### src/rtl/a2d_pkg.sv
// Shared types and constants for the A2D request arbiter and its wait-state watchdog.
package a2d_pkg;

  typedef enum logic [1:0] {
    IDLE  = 2'd0,
    START = 2'd1,
    WAIT  = 2'd2,
    DONE  = 2'd3
  } arb_state_e;

  typedef enum logic {
    OWN_MC = 1'b0,
    OWN_HK = 1'b1
  } arb_owner_e;

  localparam logic [1:0]  STARVE_LIMIT = 2'd3;
  localparam logic [11:0] TIMEOUT_CYC  = 12'd4095;

endpackage

### src/rtl/a2d_arb_wdog.sv
// Wait-state watchdog: counts enabled cycles and flags the last one before TIMEOUT_CYC is reached.
module a2d_arb_wdog
  import a2d_pkg::*;
(
  input  logic clk,
  input  logic rst_n,
  input  logic clr_i,
  input  logic en_i,
  output logic expired_o
);

  logic [11:0] cnt_q, cnt_d;

  always_comb begin
    cnt_d = cnt_q;
    if (clr_i) begin
      cnt_d = '0;
    end else if (en_i && (cnt_q != TIMEOUT_CYC)) begin
      cnt_d = cnt_q + 12'd1;
    end
  end

  always_ff @(posedge clk or negedge rst_n) begin
    if (!rst_n) begin
      cnt_q <= '0;
    end else begin
      cnt_q <= cnt_d;
    end
  end

  // Asserted during the TIMEOUT_CYC-th enabled cycle, so the abort lands exactly at the limit.
  assign expired_o = en_i && !clr_i && (cnt_q == (TIMEOUT_CYC - 12'd1));

endmodule

### src/rtl/a2d_arbiter.sv
// Shares one A2D converter between the motion-control (mc) and housekeeping (hk) requesters.
// Define A2D_ARB_TIMEOUT_EN to abort conversions stuck in WAIT after TIMEOUT_CYC cycles and set err.
module a2d_arbiter
  import a2d_pkg::*;
(
  input  logic        clk,
  input  logic        rst_n,
  input  logic        mc_req,
  input  logic [2:0]  mc_chnnl,
  output logic        mc_done,
  input  logic        hk_req,
  input  logic [2:0]  hk_chnnl,
  output logic        hk_done,
  output logic [11:0] res,
  output logic        strt_cnv,
  output logic [2:0]  chnnl,
  input  logic        cnv_cmplt,
  input  logic [11:0] a2d_res,
  output logic        err
);

  arb_state_e  state_q, state_d;
  arb_owner_e  owner_q, owner_d;
  logic [2:0]  chnnl_q, chnnl_d;
  logic [11:0] res_q, res_d;
  logic [1:0]  starve_q, starve_d;
  logic        hk_wins;
  logic        tmo_expired;

  // hk yields to mc until it has been passed over STARVE_LIMIT times in a row.
  assign hk_wins = hk_req && (!mc_req || (starve_q == STARVE_LIMIT));

  always_comb begin
    state_d  = state_q;
    owner_d  = owner_q;
    chnnl_d  = chnnl_q;
    res_d    = res_q;
    starve_d = starve_q;
    unique case (state_q)
      IDLE: begin
        if (!hk_req) begin
          starve_d = '0;
        end
        if (mc_req || hk_req) begin
          state_d = START;
          if (hk_wins) begin
            owner_d  = OWN_HK;
            chnnl_d  = hk_chnnl;
            starve_d = '0;
          end else begin
            owner_d = OWN_MC;
            chnnl_d = mc_chnnl;
            if (hk_req && (starve_q != STARVE_LIMIT)) begin
              starve_d = starve_q + 2'd1;
            end
          end
        end
      end
      START: begin
        state_d = WAIT;
      end
      WAIT: begin
        // A completion arriving in the same cycle as the timeout still counts as a capture.
        if (cnv_cmplt) begin
          res_d   = a2d_res;
          state_d = DONE;
        end else if (tmo_expired) begin
          state_d = DONE;
        end
      end
      DONE: begin
        state_d = IDLE;
      end
      default: begin
        state_d = IDLE;
      end
    endcase
  end

  always_ff @(posedge clk or negedge rst_n) begin
    if (!rst_n) begin
      state_q  <= IDLE;
      owner_q  <= OWN_MC;
      chnnl_q  <= '0;
      res_q    <= '0;
      starve_q <= '0;
    end else begin
      state_q  <= state_d;
      owner_q  <= owner_d;
      chnnl_q  <= chnnl_d;
      res_q    <= res_d;
      starve_q <= starve_d;
    end
  end

  assign strt_cnv = (state_q == START);
  assign mc_done  = (state_q == DONE) && (owner_q == OWN_MC);
  assign hk_done  = (state_q == DONE) && (owner_q == OWN_HK);
  assign chnnl    = chnnl_q;
  assign res      = res_q;

`ifdef A2D_ARB_TIMEOUT_EN
  logic err_q, err_d;

  a2d_arb_wdog u_wdog (
    .clk       (clk),
    .rst_n     (rst_n),
    .clr_i     (state_q != WAIT),
    .en_i      (state_q == WAIT),
    .expired_o (tmo_expired)
  );

  always_comb begin
    err_d = err_q;
    if (state_q == WAIT) begin
      if (cnv_cmplt) begin
        err_d = 1'b0;
      end else if (tmo_expired) begin
        err_d = 1'b1;
      end
    end
  end

  always_ff @(posedge clk or negedge rst_n) begin
    if (!rst_n) begin
      err_q <= 1'b0;
    end else begin
      err_q <= err_d;
    end
  end

  assign err = err_q;
`else
  assign tmo_expired = 1'b0;
  assign err         = 1'b0;
`endif

endmodule

### config.mk
export PLATFORM = sky130hd
export DESIGN_NAME = a2d_arbiter
export DESIGN_NICKNAME = d
export VERILOG_FILES = /design/src/rtl/a2d_pkg.sv /design/src/rtl/a2d_arb_wdog.sv /design/src/rtl/a2d_arbiter.sv
export SDC_FILE = /design/constraint.sdc
export NUM_CORES = 1
export LEC_CHECK = 0
export CAP_MARGIN = 30
export CORE_UTILIZATION = 30
export DETAILED_ROUTE_END_ITERATION = 7
export GPL_TIMING_DRIVEN = 0
export PLACE_DENSITY = 0.72
export SYNTH_ARGS = -nofsm -noshare
export SYNTH_HDL_FRONTEND = slang
export SYNTH_SLANG_ARGS = --single-unit
export TNS_END_PERCENT = 30
### constraint.sdc
create_clock -name clk -period 2.21 [get_ports clk]
set_input_delay 0.442 -clock clk [delete_from_list [all_inputs] [get_ports clk]]
set_output_delay 0.442 -clock clk [all_outputs]
set_load 0.01 [all_outputs]
* After elaboration in Yosys (flattened, before gate mapping)
Cells that the tools add are included.
Operators by class: add/subtract/negate cells 1, equal/unequal tests 7, mux-type cells 9, bitwise logic cells 1, reduce and logical (&&, ||, !) cells 11
Operators by type and width (count):
- $mux 2 | 6
- $pmux 2 s4 | 1
- $eq 2x2->1 const B | 3
- $ne 2x2->1 const B | 3
- $reduce_and 2->1 | 3
- $logic_and 1x1->1 | 4
- $mux 3 | 1
- $add 2x1->2 const B | 1
- $eq 2x1->1 const B | 1
- $logic_not 2->1 | 1
- $logic_or 1x1->1 | 2
- $logic_not 1->1 | 1
- $mux 1 | 1
- $not 1->1 | 1
Word-level totals: register bits after elaboration 20, bits of input ports 23, output and inout bits 19

* Longest topological paths before layout
Gate-level depths: netlist of run 1.
depth in word-level cells 5, mapped depth 5, mapped depth without buffers 5

* Worst setup path before layout of run 1
Ideal clock, no wire load.
path type reg2reg, start register state_q[0], end register state_q[1], setup time 0.125 ns, data arrival time 1.213 ns, data required time 2.085 ns, path slack 0.871 ns, cell stages (with the launch flop) 6, clock period less this slack 1.339 ns, cells stage by stage dfrtp_1 inv_1 ha_1 nor2b_1 a21oi_2 mux2_4
Between the ends: longest elaborated chain between the ends 3, elaborated cells on any way between the ends 8, classes of those cells eq/ne: 5; mux: 1; reduce/logical: 2
Ends and longest elaborated chain:
- start, declared | line a2d_arbiter.sv:22 | arb_state_e state_q, state_d;
- start signal, assigned | line a2d_arbiter.sv:88 | state_q <= state_d;
- $eq 2x2->1 or $logic_not 2->1 (tied branches) | line a2d_arbiter.sv:39 | unique case (state_q)
- $ne 2x2->1 (no source line)
- $reduce_and 2->1 (no source line)
Parallel ways exist; a longest one is shown, timed or not. A chain may end at the register's enable or synchronous reset.

* Worst setup path in the final report of run 1
start register state_q[0], end output mc_done
Between the ends: longest elaborated chain between the ends 2
Ends and longest elaborated chain:
- $eq 2x2->1 | line a2d_arbiter.sv:97 | assign mc_done = (state_q == DONE) && (owner_q == OWN_MC);
- $logic_and 1x1->1 | line a2d_arbiter.sv:97
- end, declared | line a2d_arbiter.sv:10 | output logic mc_done,
No other way between the ends.

==> results.sh, run 1 <==
export IMPL_status="finished, violations left"
export IMPL_violations="design-rule violations"
export IMPL_num_antenna_cells=0
export IMPL_ctsHoldBuffers=0
export IMPL_synth_seq_area_share_pct=53.84
export IMPL_post_route_period_util_pct=90.84
export IMPL_fin_area_sq_um=1395
export IMPL_synth_top_cell_area_share_pct=53.84
export IMPL_vias=716
export IMPL_grt_max_degree=21
export IMPL_grt_pass1_vias=714
export IMPL_coreArea_sq_um=2853
export IMPL_syn_to_final_growth_pct=50.07
export IMPL_cp_required_ns=1.77
export IMPL_yosys_warnings=0
export IMPL_final_core_util_pct=48.90
export IMPL_synthCells=73
export IMPL_drc=1
export IMPL_cts_sinks=20
export IMPL_critical_path_endpoint_type="output port"
export IMPL_drt_initial_drc_count=7
export IMPL_p_leak_nw=0.6076
export IMPL_min_period_ns=2.008
export IMPL_drive_above_1_share_pct=20.69
export IMPL_clk_pin_slew_ns=0.11
export IMPL_ant_nets=0
export IMPL_synth_area_top_cells="dfrtp_1 54%, mux2_2 15%, ha_1 6.7%"
export IMPL_ioPinCount=42
export IMPL_endpoint="mc_done"
export IMPL_row_count=19
export IMPL_grt_overflow=0
export IMPL_gp_congestion=0.7802
export IMPL_fmax_mhz=498.1
export IMPL_tns_ns=0
export IMPL_worst_pin_slew_ns=0.9053
export IMPL_synth_seq_cells=20
export IMPL_hold_class="in2reg"
export IMPL_drt_wl_total_um=1957
export IMPL_grt_setup_unrepaired="false"
export IMPL_place_ws_ns=0.4832
export IMPL_r2r_slack_ns=0.75
export IMPL_slew_headroom_pct=39.46
export IMPL_cts_resized=0
export IMPL_initial_core_util_pct=32.59
export IMPL_nNetsFinal=145
export IMPL_r2r_start="state_q[0]"
export IMPL_clk_latency_ns=0.30
export IMPL_power_density_nw_per_um2=1268
export IMPL_setup_viol=0
export IMPL_hold_violations=0
export IMPL_die_area_sq_um=3325
export IMPL_viasPerCell=4.871
export IMPL_die_y_um=57.67
export IMPL_r2r_end="state_q[1]"
export IMPL_numCtsBuffers=3
export IMPL_clock_skew_ns=0.004393
export IMPL_postCtsSetupRepairBufs=0
export IMPL_cts_tree="yes"
export IMPL_rr_worst_depth=5
export IMPL_crit_path_start="state_q[0]"
export IMPL_antenna_found_initial=0
export IMPL_die_width_um=57.67
export IMPL_ir_drop_mv=0.8060
export IMPL_slew_violations=0
export IMPL_drt_pre_antenna_iters=6
export IMPL_hp_start="hk_req"
export IMPL_h_tree_depth=1
export IMPL_syn_area_sq_um=929.6
export IMPL_syn_area_per_cell_sq_um=12.73
export IMPL_grt_first_pass_wirelength_um=3146
export IMPL_cts_max_path_buffers=2
export IMPL_grt_usage_pct=12.49
export IMPL_synth_nets=101
export IMPL_holdWs_ns=0.4201
export IMPL_critPathKind="reg2out"
export IMPL_yosysTopAreaCell="dfrtp_1"
export IMPL_cp_start_kind="flop"
export IMPL_port_buffer_count=39
export IMPL_drt_wirelength_per_cell_um=13.31
export IMPL_synth_distinct_cells=24
export IMPL_fin_ws_ns=0.2024
export IMPL_crit_fanout=4
export IMPL_critical_path_arrival_ns=1.57
export IMPL_cts_root_buf="clkbuf_4"
export IMPL_dpl_cell_area_sq_um=1359
export IMPL_max_cap_viol_count=0
export IMPL_hpwl_um=1537
==> metrics by stage <==
stage,instances,power [mW]
3_3_place_gp,143,1.539
4_1_cts,147,1.789
3_5_place_dp,143,1.572
5_1_grt,147,1.893
6_report,147,1.769
2_1_floorplan,73,1.123
==> critical path: stages, from the launching register on <==
cell             delay, ns
dfrtp_1               0.42
ha_1                  0.18
nor2b_1               0.13
clkdlybuf4s50_1       0.54
==> metal layers <==
layer	wire (um)	share of wire, %	vias to the layer above	track usage, %
met1	853	44	344	15.31
met5	0	0	-	0
met3	96	4.9	2	4.018
met4	15	0.77	0	3.061
li1	-	-	343	-
met2	991	51	27	21.43
==> area by class of cell <==
type,instances,area (sq um)
Fill cell,275,1458
Sequential cell,20,500.5
Timing Repair Buffer,39,390.4
Multi-Input combinational cell,45,379.1
Tap cell,31,38.79
Clock buffer,4,36.28
Buffer,4,35.03
Inverter,4,15.01
==> cells in the final DEF (no fill, tap or decap), types with 2 or more instances in the layout <==
cell type,n
inv_1,4
clkdlybuf4s50_1,39
nand2_1,4
mux2_2,12
nand3_1,3
ha_1,5
buf_6,2
clkbuf_4,3
nand4_1,6
nor2b_1,2
dfrtp_1,20
==> where the power goes <==
| group | leakage (nW) | total (mW) | switching [mW] | internal, mW |
|---|---|---|---|---|
| Sequential | 0.242 | 0.652 | 0.104 | 0.548 |
| Clock | 0.0210 | 0.213 | 0.112 | 0.100 |
| Combinational | 0.344 | 0.904 | 0.354 | 0.550 |
==> cell usage after synthesis, drive strengths merged <==
cell type / instances
nor2: 1
nand4: 6
o22ai: 1
nor2b: 2
nand2b: 1
nand2: 5
o22a: 1
buf: 4
o21ai: 1
a32o: 1
mux2: 13
nand4b: 1
inv: 4
ha: 5
a21oi: 1
nand3: 3
mux2i: 1
and2: 1
dfrtp: 20
conb: 1
==> worst min-delay path by stage <==
stage                     cells after the start  slack (ns)           to
final                                         2        0.42      owner_q
after global routing                          3        0.41     chnnl[0]
after CTS                                     2        0.41      owner_q
after detailed placement                      2        0.49     chnnl[0]
after global placement                        1        0.47  starve_q[0]
after floorplan                               0        0.15     chnnl[0]
==> flip-flops by register name, indices dropped and copies added (netlist names) <==
signal / cells
owner_q: 1
starve_q: 2
chnnl: 3
res: 12
state_q: 2
==> kinds of logic after synthesis <==
family          Yosys count  share of synthesized area, %
buf+inv                   8                         5.383
simple gates             20                         12.25
other cells               1                        0.4034
flops                    20                         53.84
fa+ha+maj                 5                         6.729
mux                      14                         17.23
compound gates            5                         4.173
No activity file was read; power rests on OpenSTA's default activity.
==> run 2, diff against run 1 <==
--- a/config.mk
+++ b/config.mk
@@ -10,6 +10,7 @@
 export DETAILED_ROUTE_END_ITERATION = 7
 export GPL_TIMING_DRIVEN = 0
 export PLACE_DENSITY = 0.72
+export REMOVE_ABC_BUFFERS = 1
 export SYNTH_ARGS = -nofsm -noshare
 export SYNTH_HDL_FRONTEND = slang
 export SYNTH_SLANG_ARGS = --single-unit
==> results.sh, run 2 (synthesized netlist as in run 1, its figures left out) <==
export IMPL_initial_core_util_pct=32.59
export IMPL_wl_met3_um=47
export IMPL_largest_reg_flops=12
export IMPL_clk_pin_slew_ns=0.12
export IMPL_antenna_found_initial=0
export IMPL_min_period_ns=2.005
export IMPL_slew_violations=0
export IMPL_p_leak_nw=0.5964
export IMPL_dr_max_layer_used="met4"
export IMPL_drc=0
export IMPL_ctsHoldBuffers=0
export IMPL_drive_above_1_share_pct=17.70
export IMPL_clock_skew_ns=0.01139
export IMPL_cts_max_path_buffers=2
export IMPL_max_stage_delay_ns=0.54
export IMPL_clk_latency_ns=0.31
export IMPL_cts_sinks=20
export IMPL_power_density_nw_per_um2=1322
export IMPL_gp_congestion=0.7105
export IMPL_grt_pass1_vias=748
export IMPL_crit_fanout=4
export IMPL_ir_drop_mv=0.5255
export IMPL_grt_setup_unrepaired="false"
export IMPL_wl_met2_um=1069
export IMPL_worst_path_buf_inv=1
export IMPL_cts_root_buf="clkbuf_4"
export IMPL_die_y_um=57.67
export IMPL_hold_violations=0
export IMPL_grt_usage_pct=12.71
export IMPL_cp_required_ns=1.77
export IMPL_drt_initial_drc_count=2
export IMPL_drt_wirelength_per_cell_um=13.35
export IMPL_final_common_cell="clkdlybuf4s50_1"
export IMPL_numCtsBuffers=3
export IMPL_drt_wl_total_um=1923
export IMPL_drt_pre_antenna_iters=2
export IMPL_tns_ns=0
export IMPL_grt_first_pass_wirelength_um=3180
export IMPL_holdWs_ns=0.5022
export IMPL_grt_max_degree=21
export IMPL_die_width_um=57.67
export IMPL_critPathKind="reg2out"
export IMPL_postCtsSetupRepairBufs=0
export IMPL_setup_viol=0
export IMPL_grt_overflow=0
export IMPL_viasPerCell=4.868
export IMPL_worst_pin_slew_ns=0.8771
export IMPL_h_tree_depth=1
export IMPL_ant_nets=0
export IMPL_coreArea_sq_um=2853
export IMPL_nNetsFinal=142
export IMPL_max_cap_viol_count=0
export IMPL_port_buffer_count=40
export IMPL_syn_to_final_growth_pct=49.13
export IMPL_final_cell_mix="40 x clkdlybuf4s50_1, 20 x dfrtp_1, 12 x mux2_2, 6 x nand4_1, 5 x ha_1"
export IMPL_critical_path_arrival_ns=1.56
export IMPL_cpMaxStageDelayCell="clkdlybuf4s50_1"
export IMPL_critical_path_endpoint_type="output port"
export IMPL_die_area_sq_um=3325
export IMPL_num_antenna_cells=0
export IMPL_critical_path_cell_chain="ha_1, nor2b_1, clkdlybuf4s50_1"
export IMPL_wl_met1_um=766
export IMPL_hold_class="reg2reg"
export IMPL_ioPinCount=42
export IMPL_slew_headroom_pct=41.34
export IMPL_row_count=19
export IMPL_crit_family="buffers and inverters"
export IMPL_power_mw=1.832
export IMPL_cts_resized=0
export IMPL_hpwl_um=1474
export IMPL_cts_tree="yes"
export IMPL_cp_start_kind="flop"
export IMPL_post_route_period_util_pct=90.72
export IMPL_vias=701
export IMPL_status="finished clean"
export IMPL_fmax_mhz=498.8
## run 2: report_power, final
part           internal (mW)  switching, mW
logic                  0.534          0.343
registers              0.548          0.105
clock network          0.183          0.119
total                   1.27          0.567
## run 2: layer usage
| metal | vias up | global-route usage, % |
|---|---|---|
| met5 | - | 0 |
| met4 | 0 | 8.163 |
| met3 | 4 | 1.339 |
| met2 | 14 | 23.75 |
| met1 | 349 | 13.56 |
| li1 | 334 | - |
## run 2: path summary, 6_finish.rpt
kind	to	slack [ns]	from	cells past startpoint
worst max-delay path	mc_done	0.21	state_q[1]	3
worst min-delay path	starve_q[0]	0.50	starve_q[0]	1
worst max register to register	owner_q	0.65	state_q[1]	4
worst min register to register	starve_q[0]	0.50	starve_q[0]	1
max in group asynchronous	chnnl[2]	1.05	rst_n	1
min in group asynchronous	res[9]	0.61	rst_n	1
## run 2: through the flow
step / util, % / cell area [sq um] / worst slack [ns] / instances
after floorplan: - / 894.6 / 0.8545 / 69
after global placement: 46.75 / 1334 / 0.4577 / 140
after detailed placement: 46.75 / 1334 / 0.4422 / 140
after CTS: 48.60 / 1386 / 0.1785 / 144
after global routing: 48.60 / 1386 / 0.1048 / 144
final: 48.60 / 1386 / 0.2052 / 144
## run 2: layout make-up
class | instances | area (sq um)
inverter | 4 | 15.01
timing repair buffer | 40 | 400.4
clock inverter | 1 | 30.03
fill | 279 | 1466
clock buffer | 3 | 22.52
sequential | 20 | 500.5
tap | 31 | 38.79
multi-input combinational | 45 | 379.1
